File: src/rtl/bram_ctrl_if.sv
// Request/response handshake and BRAM pin bundle for bram_ctrl.
// The master side is the CPU/bus plus the BRAM; the slave side is the controller.
interface bram_ctrl_if;
   logic        req_valid;
   logic        req_ready;
   logic        req_we;
   logic [31:0] req_addr;
   logic [31:0] req_wdata;
   logic [3:0]  req_be;
   logic        rsp_valid;
   logic        rsp_ready;
   logic [31:0] rsp_rdata;
   logic        rsp_err;
   logic        mem_rd_en;
   logic        mem_wr_en;
   logic [15:0] mem_addr;
   logic [31:0] mem_wdata;
   logic [31:0] mem_rdata;

   modport slave (
      input  req_valid, req_we, req_addr, req_wdata, req_be, rsp_ready, mem_rdata,
      output req_ready, rsp_valid, rsp_rdata, rsp_err,
             mem_rd_en, mem_wr_en, mem_addr, mem_wdata
   );

   modport master (
      output req_valid, req_we, req_addr, req_wdata, req_be, rsp_ready, mem_rdata,
      input  req_ready, rsp_valid, rsp_rdata, rsp_err,
             mem_rd_en, mem_wr_en, mem_addr, mem_wdata
   );
endinterface

File: src/rtl/bram_ctrl.sv
// Single-outstanding request controller for a 1-cycle-read single-port 32-bit BRAM.
// Define MEMCTRL_BYTE_STROBE_EN to build byte-enable writes via read-modify-write.
module bram_ctrl #(
   parameter logic [31:0] BASE_ADDR = 32'h0000_0000,
   parameter int          DEPTH     = 16384
) (
   input logic       clk,
   input logic       rst,
   bram_ctrl_if.slave bus
);

   typedef enum logic [2:0] {
      IDLE, RD, RD_DATA, RMW_RD, RMW_MERGE, WR, RESP
   } state_t;

   localparam logic [32:0] WINDOW = 33'(DEPTH) << 2;

   state_t      state, state_nxt;
   logic [32:0] offset;
   logic        addr_err;
   logic        accept;

`ifdef MEMCTRL_BYTE_STROBE_EN
   logic [3:0]  be_q;

   function automatic logic [31:0] merge_bytes(input logic [31:0] wdata,
                                               input logic [31:0] rdata,
                                               input logic [3:0]  be);
      logic [31:0] res;
      for (int i = 0; i < 4; i++) begin
         res[8*i +: 8] = be[i] ? wdata[8*i +: 8] : rdata[8*i +: 8];
      end
      return res;
   endfunction
`endif

   // 33-bit subtraction so addresses below the base show up as negative, not wrapped
   assign offset   = {1'b0, bus.req_addr} - {1'b0, BASE_ADDR};
   assign addr_err = (bus.req_addr[1:0] != 2'b00) || offset[32] || (offset >= WINDOW);
   assign accept   = bus.req_valid && (state == IDLE);

   always_ff @(posedge clk or negedge rst) begin
      if (!rst) state <= IDLE;
      else      state <= state_nxt;
   end

   always_comb begin
      state_nxt = state;
      case (state)
         IDLE: begin
            if (accept) begin
               if (addr_err)         state_nxt = RESP;
               else if (!bus.req_we) state_nxt = RD;
`ifdef MEMCTRL_BYTE_STROBE_EN
               else if (bus.req_be == 4'hF) state_nxt = WR;
               else if (bus.req_be == 4'h0) state_nxt = RESP;
               else                         state_nxt = RMW_RD;
`else
               else                  state_nxt = WR;
`endif
            end
         end
         RD:        state_nxt = RD_DATA;
         RD_DATA:   state_nxt = RESP;
`ifdef MEMCTRL_BYTE_STROBE_EN
         RMW_RD:    state_nxt = RMW_MERGE;
         RMW_MERGE: state_nxt = WR;
`endif
         WR:        state_nxt = RESP;
         RESP:      if (bus.rsp_ready) state_nxt = IDLE;
         default:   state_nxt = IDLE;
      endcase
   end

   always_comb begin
      bus.req_ready = (state == IDLE);
      bus.rsp_valid = (state == RESP);
      bus.mem_rd_en = (state == RD) || (state == RMW_RD);
      bus.mem_wr_en = (state == WR);
   end

   // mem_addr/mem_wdata are loaded once at acceptance and held until IDLE
   always_ff @(posedge clk or negedge rst) begin
      if (!rst) begin
         bus.rsp_rdata <= '0;
         bus.rsp_err   <= 1'b0;
         bus.mem_addr  <= '0;
         bus.mem_wdata <= '0;
`ifdef MEMCTRL_BYTE_STROBE_EN
         be_q          <= '0;
`endif
      end else begin
         if (accept) begin
            bus.rsp_rdata <= '0;
            bus.rsp_err   <= addr_err;
            bus.mem_addr  <= addr_err ? 16'h0000 : offset[17:2];
            if (bus.req_we && !addr_err) bus.mem_wdata <= bus.req_wdata;
`ifdef MEMCTRL_BYTE_STROBE_EN
            be_q          <= bus.req_be;
`endif
         end
         if (state == RD_DATA) bus.rsp_rdata <= bus.mem_rdata;
`ifdef MEMCTRL_BYTE_STROBE_EN
         if (state == RMW_MERGE) bus.mem_wdata <= merge_bytes(bus.mem_wdata, bus.mem_rdata, be_q);
`endif
      end
   end

endmodule

File: src/flat_wrapper.sv
// flat-port wrapper written by rule: the top's interface ports become plain ports
module bram_ctrl_flat 
#(
   parameter logic [31:0] BASE_ADDR = 32'h0000_0000,
   parameter int          DEPTH     = 16384
)
  (clk, rst, bus_req_valid, bus_req_we, bus_req_addr, bus_req_wdata, bus_req_be, bus_rsp_ready, bus_mem_rdata, bus_req_ready, bus_rsp_valid, bus_rsp_rdata, bus_rsp_err, bus_mem_rd_en, bus_mem_wr_en, bus_mem_addr, bus_mem_wdata);
  bram_ctrl_if bus_i ();
  input logic clk;
  input logic rst;
  input wire logic [$bits(bus_i.req_valid)-1:0] bus_req_valid;
  input wire logic [$bits(bus_i.req_we)-1:0] bus_req_we;
  input wire logic [$bits(bus_i.req_addr)-1:0] bus_req_addr;
  input wire logic [$bits(bus_i.req_wdata)-1:0] bus_req_wdata;
  input wire logic [$bits(bus_i.req_be)-1:0] bus_req_be;
  input wire logic [$bits(bus_i.rsp_ready)-1:0] bus_rsp_ready;
  input wire logic [$bits(bus_i.mem_rdata)-1:0] bus_mem_rdata;
  output wire logic [$bits(bus_i.req_ready)-1:0] bus_req_ready;
  output wire logic [$bits(bus_i.rsp_valid)-1:0] bus_rsp_valid;
  output wire logic [$bits(bus_i.rsp_rdata)-1:0] bus_rsp_rdata;
  output wire logic [$bits(bus_i.rsp_err)-1:0] bus_rsp_err;
  output wire logic [$bits(bus_i.mem_rd_en)-1:0] bus_mem_rd_en;
  output wire logic [$bits(bus_i.mem_wr_en)-1:0] bus_mem_wr_en;
  output wire logic [$bits(bus_i.mem_addr)-1:0] bus_mem_addr;
  output wire logic [$bits(bus_i.mem_wdata)-1:0] bus_mem_wdata;
  assign bus_i.req_valid = bus_req_valid;
  assign bus_i.req_we = bus_req_we;
  assign bus_i.req_addr = bus_req_addr;
  assign bus_i.req_wdata = bus_req_wdata;
  assign bus_i.req_be = bus_req_be;
  assign bus_i.rsp_ready = bus_rsp_ready;
  assign bus_i.mem_rdata = bus_mem_rdata;
  assign bus_req_ready = bus_i.req_ready;
  assign bus_rsp_valid = bus_i.rsp_valid;
  assign bus_rsp_rdata = bus_i.rsp_rdata;
  assign bus_rsp_err = bus_i.rsp_err;
  assign bus_mem_rd_en = bus_i.mem_rd_en;
  assign bus_mem_wr_en = bus_i.mem_wr_en;
  assign bus_mem_addr = bus_i.mem_addr;
  assign bus_mem_wdata = bus_i.mem_wdata;
  bram_ctrl #(.BASE_ADDR(BASE_ADDR), .DEPTH(DEPTH)) u_core (.clk(clk), .rst(rst), .bus(bus_i));
endmodule
File: config.mk
export PLATFORM = sky130hd
export DESIGN_NAME = bram_ctrl_flat
export DESIGN_NICKNAME = d
export VERILOG_FILES = /design/src/rtl/bram_ctrl_if.sv /design/src/rtl/bram_ctrl.sv /design/src/flat_wrapper.sv
export SDC_FILE = /design/constraint.sdc
export NUM_CORES = 1
export LEC_CHECK = 0
export ABC_AREA = 1
export BUFFER_PORTS_ARGS = -buffer_cell sky130_fd_sc_hd__buf_4
export CORE_MARGIN = 4
export CORE_UTILIZATION = 46
export CTS_BUF_LIST = sky130_fd_sc_hd__clkbuf_4
export CTS_CLUSTER_SIZE = 25
export DETAILED_ROUTE_END_ITERATION = 8
export PLACE_DENSITY_LB_ADDON = 0.15
export SLEW_MARGIN = 20
export SYNTH_ARGS = -nofsm -noshare
export SYNTH_HDL_FRONTEND = slang
export SYNTH_SLANG_ARGS = --single-unit
File: constraint.sdc
create_clock -name clk -period 1.8 [get_ports clk]
set_clock_uncertainty 0.05 [all_clocks]
set_input_delay 0.36 -clock clk [delete_from_list [all_inputs] [get_ports clk]]
set_output_delay 0.36 -clock clk [all_outputs]
set_load 0.01 [all_outputs]
# Word level (Yosys, flattened, before mapping)
# Cells that the tools add are included.
[classes]
n_reduce_logical = 11
n_eq_ne = 7
muxes = 8
order_cmp = 1
[ops]
columns = ["operator", "n"]
rows = [
  ["2-to-1 mux 32 bit", 2],
  [">= comparator 32 x 17 -> 1 bit (second input constant)", 1],
  ["2-to-1 mux 16 bit", 1],
  ["2-to-1 mux 3 bit", 4],
  ["case mux 3 bit (4 select lines)", 1],
  ["== test 3 x 2 -> 1 bit (second input constant)", 2],
  ["== test 3 bit (second input constant)", 2],
  ["AND reduction 2 bit", 2],
  ["nonzero test 2 bit", 2],
  ["== test 3 x 1 -> 1 bit (second input constant)", 1],
  ["logical NOT 3 bit", 1],
  ["logical AND 1 bit", 2],
  ["logical OR 1 bit", 2],
  ["!= test 2 x 1 -> 1 bit (second input constant)", 1],
  ["!= test 2 bit (second input constant)", 1],
  ["OR reduction 2 bit", 1],
  ["logical NOT 1 bit", 1],
]
[totals]
out_inout_bits = 85
input_bits = 105
register_bits = 84
wordCells = 32

# Depth between registers and ports, before layout
# Gate-level depths: netlist of run 1.
[logic_depth]
word_depth = 5
ltp_mapped = 9
ltp_nobuf = 8

# Worst setup path after synthesis of run 1
# Ideal clock, no wire load.
[synth_path]
kind = "register -> output"
from = "register u_core.state[2]"
to = "output bus_mem_wr_en"
path_buffers = 2
setup_slack_ns = 0.238
path_stages_with_launch = 5
arrival_ns = 1.152
t_required_ns = 1.390
path_cell_list = "dfrtp_1 inv_1 clkbuf_1 clkbuf_1 nor2_1"
[synth_between]
elab_chain_cells = 1
[synth_rtl]
columns = ["item", "line_no", "rtl"]
rows = [
  ["start, declared", "bram_ctrl.sv:18", "state_t state, state_nxt;"],
  ["start signal, assigned", "bram_ctrl.sv:44", "else state <= state_nxt;"],
  ["== test 3 bit", "bram_ctrl.sv:79", "bus.mem_wr_en = (state == WR);"],
  ["end, declared", "flat_wrapper.sv:23", "output wire logic [$bits(bus_i.mem_wr_en)-1:0] bus_mem_wr_en;"],
]
# No other way between the ends.

# Worst setup path in the final report of run 1
[layout_path]
from = "register u_core.state[0]"
to = "output bus_req_ready"
[layout_between]
elab_chain_cells = 1
[layout_rtl]
columns = ["item", "line_no", "rtl"]
rows = [
  ["logical NOT 3 bit", "bram_ctrl.sv:76", "bus.req_ready = (state == IDLE);"],
  ["end, declared", "flat_wrapper.sv:18", "output wire logic [$bits(bus_i.req_ready)-1:0] bus_req_ready;"],
]
# No other way between the ends.

==> results of run 1 <==
[routing by layer]
metal	wire [um]	up-vias	track usage [%]
met2	5062	136	37.61
li1	-	1508	-
met3	820	21	5.609
met4	291	0	10.47
met5	0	-	0
met1	3789	1526	26.75
[through the flow]
stage	setup slack (ps)	total power, W	hold WS (ps)
2_1_floorplan	238.4	0.003400	14.41
3_3_place_gp	78.92	0.004318	379.1
3_5_place_dp	14.73	0.004388	379.2
4_1_cts	0.2817	0.005650	48.77
5_1_grt	-18.83	0.005929	68.32
6_report	39.91	0.005619	77.07
[cell usage after synthesis, types with 2 or more instances]
cell / count / share of area, %
sky130_fd_sc_hd__a32o_1: 32 / 9.4
sky130_fd_sc_hd__a21oi_1: 3 / 0.44
sky130_fd_sc_hd__nand2_1: 56 / 6.2
sky130_fd_sc_hd__buf_2: 8 / 1.2
sky130_fd_sc_hd__clkbuf_1: 11 / 1.2
sky130_fd_sc_hd__nor3_4: 2 / 0.96
sky130_fd_sc_hd__nand3_1: 32 / 4.7
sky130_fd_sc_hd__buf_6: 2 / 0.66
sky130_fd_sc_hd__dfrtp_1: 84 / 62
sky130_fd_sc_hd__inv_1: 43 / 4.7
sky130_fd_sc_hd__nor2_1: 14 / 1.5
sky130_fd_sc_hd__o21ai_0: 19 / 2.8
sky130_fd_sc_hd__o21ai_1: 14 / 2.1
[critical path, stage by stage (launching register included)]
cell and delay (ps):
sky130_fd_sc_hd__dfrtp_2 440, sky130_fd_sc_hd__buf_4 150, sky130_fd_sc_hd__nor3_4 200, sky130_fd_sc_hd__buf_4 160
[logic make-up (layout without fill, tap and decap cells)]
| group | after synthesis | count (layout) | synth area share, % |
|---|---|---|---|
| AO/OA/AOI/OAI | 69 | 69 | 14.92 |
| buffers and inverters | 66 | 263 | 8.122 |
| AND/OR/NAND/NOR | 112 | 112 | 15.22 |
| flip-flops | 84 | 84 | 61.74 |
[how the worst max path moves through the flow]
stage / depth (start not counted) / endpoint / startpoint / slack (ps)
2_1_floorplan: 4 / bus_mem_wr_en / u_core.state[2]$_DFFE_PN0P_ / 240
3_3_place_gp: 9 / u_core.bus.mem_wdata[1]$_DFFE_PN0P_ / bus_req_addr[24] / 80
3_5_place_dp: 8 / u_core.bus.mem_wdata[0]$_DFFE_PN0P_ / bus_req_addr[22] / 10
4_1_cts: 5 / bus_mem_wr_en / u_core.state[0]$_DFFE_PN0P_ / 0.3
5_1_grt: 3 / bus_req_ready / u_core.state[0]$_DFFE_PN0P_ / -20
6_report: 3 / bus_req_ready / u_core.state[0]$_DFFE_PN0P_ / 40
[state kept, by name, summed over array words and instances, names as in the netlist]
signal	cells
u_core.bus.rsp_err	1
u_core.bus.mem_addr	16
u_core.bus.rsp_rdata	32
u_core.bus.mem_wdata	32
u_core.state	3
[power breakdown]
| part | internal (W) | switching [W] |
|---|---|---|
| logic | 0.00103 | 0.000999 |
| registers | 0.00220 | 0.000183 |
| clock network | 0.000589 | 0.000615 |
[area by class of cell]
type	count	area (sq um)
inverters	43	161.4
fillers	568	2024
clock buffers	11	82.58
multi-input cells	181	1036
repair buffers	204	1605
flip-flops and latches	84	2105
clock inverters	5	76.32
well taps	99	123.9
[repair_timing]
action | CTS | global route
buffers inserted | 3 | 2
pin swaps | 1 | 1
endpoints found under the setup margin | 2 | 1
endpoints found under the hold margin | 84 | 0
resized for setup | 3 | 3
cloned | 0 | 1
hold buffers | 1 | 0
==> flow_summary.json, run 1 <==
{
  "final_hold_viol_count": 0,
  "rsz_0062_raised_after_global_routing": "yes",
  "netlist-cell-type-count": 24,
  "clock_path_buffers": 2,
  "via_per_inst": 5.089,
  "postPlaceCellArea_sq_um": 4945,
  "final_util_pct": 71.94,
  "grt_max_degree": 85,
  "syn-cell-area_sq_um": 3405,
  "holdPathStages": 3,
  "detailedRoute.firstIterationViolations": 174,
  "critPathKind": "reg2out",
  "initial_util_pct": 47.19,
  "r2r-start": "u_core.state[0]$_DFFE_PN0P_",
  "critical_path_arrival_ps": 1350,
  "detail_route.wl_per_cell_um": 15.89,
  "grt_pass1_wl_um": 15210,
  "fp.coreArea_sq_um": 7214,
  "synth_async_sr_flop_share_pct": 100.0,
  "worst_hold_path_type": "in2reg",
  "numCtsBuffers": 9,
  "via_count": 3191,
  "synth_enable_flop_cells": 0,
  "port-buffer-count": 185,
  "synth.yosys.warnings": 0,
  "die_w_um": 94.03,
  "end_kind": "output pin",
  "final_max_slew_viol_count": 0,
  "ys_dominant_reg_cell": "sky130_fd_sc_hd__dfrtp_1",
  "die_h_um": 94.03,
  "grt_pass1_vias": 3218,
  "syn_nets": 436,
  "die_area_sq_um": 8842,
  "clock_tree_from_tritoncts": "yes",
  "power.leakage_nw": 2.734,
  "hold_path_startpoint": "bus_req_addr[8]",
  "num_rows": 31,
  "synthToLayoutAreaGrowth_pct": 52.44,
  "detail_route.wirelength_um": 9963,
  "worstMarginPinSlew_ps": 468.9,
  "worstPathMaxFanout": 4,
  "numClockSinks": 84,
  "n_antenna_cell": 0,
  "r2r_end": "u_core.bus.mem_wdata[21]$_DFFE_PN0P_",
  "hpwlAfterDp_um": 7227,
  "maxCapViolCount": 0,
  "root_buffer": "sky130_fd_sc_hd__clkbuf_4",
  "number_of_antenna_violations_at_the_first_check_in_global_routing": 0,
  "number_of_primary_i_o_pins": 190,
  "min_period_ps": 1760,
  "final.period_utilization_pct": 97.78,
  "worstPathRequired_ps": 1390,
  "vdd_ir_drop_max_mv": 0.4913,
  "min_to": "u_core.bus.mem_addr[6]$_DFFE_PN0P_",
  "drc": 0,
  "final-setup-viol-count": 0,
  "totalNegativeSetupSlack_ps": 0,
  "grt_remaining_overflow": 0,
  "ys_seq_elements": 84,
  "status": "finished, final reports clean",
  "finalInstanceArea_sq_um": 5190,
  "clk-insertion-delay-late_ps": 400,
  "dr.pass1.iters": 4,
  "most_common_library_cell_in_the_layout_ignoring_fill_and_taps": "sky130_fd_sc_hd__buf_4",
  "total_power_per_unit_cell_area_nw_per_um2": 1083,
  "cts.clk_slew.worst_paths_ps": 140,
  "synthesis.area_per_instance_sq_um": 10.29,
  "setup.reg_to_reg.worst_slack_ps": 80,
  "dp.cells": 604,
  "r2r_cells": 8,
  "final_cell_count_without_fillers": 627,
  "grt_use_total_pct": 22.33,
  "post_synth_inst_count": 331,
  "gp_congestion": 0.7579,
  "cp-start-kind": "register",
  "fraction_of_the_yosys_area_taken_by_sequential_cells_pct": 61.74,
  "postRouteAntennaNets": 0,
  "max_clock_freq_mhz": 568.2,
  "cts.htree.levels": 3,
  "maxSlewHeadroom_pct": 68.74,
  "post_route_cells_drive_above_1_share_pct": 43.18,
  "layout.nets": 628,
  "commonest_non_fill_non_tap_cells_in_the_layout": "sky130_fd_sc_hd__buf_4, sky130_fd_sc_hd__dfrtp_1, sky130_fd_sc_hd__nand2_1"
}
Power figures use the tool's default switching activity.
==> run 2, diff against run 1 <==
Settings changed: CORE_ASPECT_RATIO set to 1.1.
==> flow_summary.json, run 2 (synthesis results as in run 1) <==
{
  "crit_chain": "buf_4 -> nor3_4 -> buf_6",
  "final_hold_viol_count": 0,
  "number_of_primary_i_o_pins": 190,
  "worstSetupEndpoint": "bus_rsp_valid",
  "setup.reg_to_reg.worst_slack_ps": 140,
  "maxSlewHeadroom_pct": 70.26,
  "worst_path_largest_cell_delay_ps": 470,
  "grt_use_total_pct": 20.97,
  "root_buffer": "sky130_fd_sc_hd__clkbuf_4",
  "commonest_non_fill_non_tap_cells_in_the_layout": "sky130_fd_sc_hd__buf_4, sky130_fd_sc_hd__dfrtp_1, sky130_fd_sc_hd__nand2_1",
  "max_clock_freq_mhz": 590.2,
  "via_per_inst": 5.008,
  "n_antenna_cell": 0,
  "critPathKind": "reg2out",
  "maxCapViolCount": 0,
  "clk-insertion-delay-late_ps": 400,
  "final_max_slew_viol_count": 0,
  "port-buffer-count": 185,
  "post_route_cells_drive_above_1_share_pct": 43.56,
  "number_of_antenna_violations_at_the_first_check_in_global_routing": 0,
  "end_kind": "output pin",
  "worstPathRequired_ps": 1390,
  "grt_max_degree": 85,
  "cts.htree.levels": 3,
  "clock_path_buffers": 2,
  "die_h_um": 98.23,
  "crit_path_start": "u_core.state[0]$_DFFE_PN0P_",
  "hpwlAfterDp_um": 6679,
  "largestRegisters": "u_core.bus.mem_wdata x32, u_core.bus.rsp_rdata x32, u_core.bus.mem_addr x16",
  "grt_pass1_vias": 3125,
  "grt_pass1_wl_um": 15110,
  "grt_remaining_overflow": 0,
  "synthToLayoutAreaGrowth_pct": 51.71,
  "final.period_utilization_pct": 94.13,
  "postRouteAntennaNets": 0,
  "worstPathMaxFanout": 4,
  "worst_hold_path_type": "in2reg",
  "min_period_ps": 1694,
  "critical_path_arrival_ps": 1280,
  "final-setup-viol-count": 0,
  "worstMarginPinSlew_ps": 446.1,
  "power.leakage_nw": 2.736,
  "rsz_0062_raised_after_global_routing": "yes",
  "fp.coreArea_sq_um": 7127,
  "initial_util_pct": 47.77,
  "detail_route.wirelength_um": 9151,
  "layout.nets": 628,
  "r2r-start": "u_core.state[2]$_DFFE_PN0P_",
  "die_w_um": 90.03,
  "cts.clk_slew.worst_paths_ps": 140,
  "detailedRoute.firstIterationViolations": 176,
  "clock_tree_from_tritoncts": "yes",
  "cp-start-kind": "register",
  "die_area_sq_um": 8843,
  "r2r_cells": 7,
  "num_rows": 32,
  "status": "finished, final reports clean",
  "finalInstanceArea_sq_um": 5165,
  "vdd_ir_drop_max_mv": 0.5447,
  "via_count": 3070,
  "drc": 0,
  "total_power_per_unit_cell_area_nw_per_um2": 1072,
  "postPlaceCellArea_sq_um": 4935,
  "numClockSinks": 84,
  "dr.pass1.iters": 4,
  "placement.setup.worst_slack_ps": -49.03,
  "detail_route.wl_per_cell_um": 14.93,
  "timing.final.ws_setup_ps": 105.7,
  "most_common_library_cell_in_the_layout_ignoring_fill_and_taps": "sky130_fd_sc_hd__buf_4",
  "critical_path_top_delay_cell": "sky130_fd_sc_hd__dfrtp_2",
  "r2r_end": "u_core.bus.mem_wdata[12]$_DFFE_PN0P_",
  "gp_congestion": 0.7532,
  "numCtsBuffers": 9
}
run 2: cell type report:
class	count	area, sq um
well taps	85	106.4
clock buffers	9	67.56
fillers	537	1962
multi-input cells	181	1042
repair buffers	204	1592
flip-flops and latches	84	2105
inverters	43	161.4
clock inverters	7	91.34
run 2: power breakdown:
group          total, W  leakage, nW  switching [W]  internal, W
clock network   0.00118       0.0873       0.000619     0.000560
registers       0.00237        0.960       0.000172      0.00220
logic           0.00199         1.69       0.000981      0.00101
run 2: how the worst min path moves through the flow:
stage | slack [ps] | from | end | cells past startpoint
6_report | 80 | bus_req_addr[12] | u_core.bus.mem_addr[10]$_DFFE_PN0P_ | 3
5_1_grt | 50 | bus_req_addr[12] | u_core.bus.mem_addr[10]$_DFFE_PN0P_ | 3
4_1_cts | 50 | bus_req_addr[12] | u_core.bus.mem_addr[10]$_DFFE_PN0P_ | 3
3_3_place_gp | 380 | rst | u_core.bus.rsp_rdata[17]$_DFFE_PN0P_ | 2
2_1_floorplan | 10 | rst | u_core.bus.mem_addr[0]$_DFFE_PN0P_ | 0
3_5_place_dp | 370 | rst | u_core.bus.rsp_rdata[21]$_DFFE_PN0P_ | 2
run 2: per-stage QoR:
stage	setup TNS (ps)	total power, W	util [%]	std cells	hold WS, ps
floorplan	0	0.003400	-	331	14.41
global placement	-1102	0.004265	69.24	591	376.4
detailed placement	-853.7	0.004317	69.24	591	372.7
CTS	0	0.005503	71.68	608	49.99
global route	-31.23	0.005893	72.47	613	52.36
finish	0	0.005538	72.47	613	80.29
run 2: timing repair:
| action | in CTS | in global routing |
|---|---|---|
| setup endpoints to repair | 2 | 3 |
| hold endpoints to repair | 84 | 0 |
| cloned | 0 | 0 |
| setup buffers | 0 | 5 |
| gates resized for setup | 2 | 7 |
| pin swaps | 1 | 2 |
| hold buffers | 1 | 0 |
run 2: routing by layer:
metal / vias to the layer above / routed length (um) / GRT usage (%)
met5: - / 0 / 0
met4: 0 / 261 / 9.305
met3: 21 / 821 / 7.242
met2: 128 / 4468 / 34.02
met1: 1421 / 3599 / 25.43
li1: 1500 / - / -
run 2: worst max-delay path: cells and delay by family (launching register included):
| kind | cells | cell delay, ps |
|---|---|---|
| simple gates | 1 | 120 |
| buf+inv | 2 | 290 |
| flops | 1 | 470 |
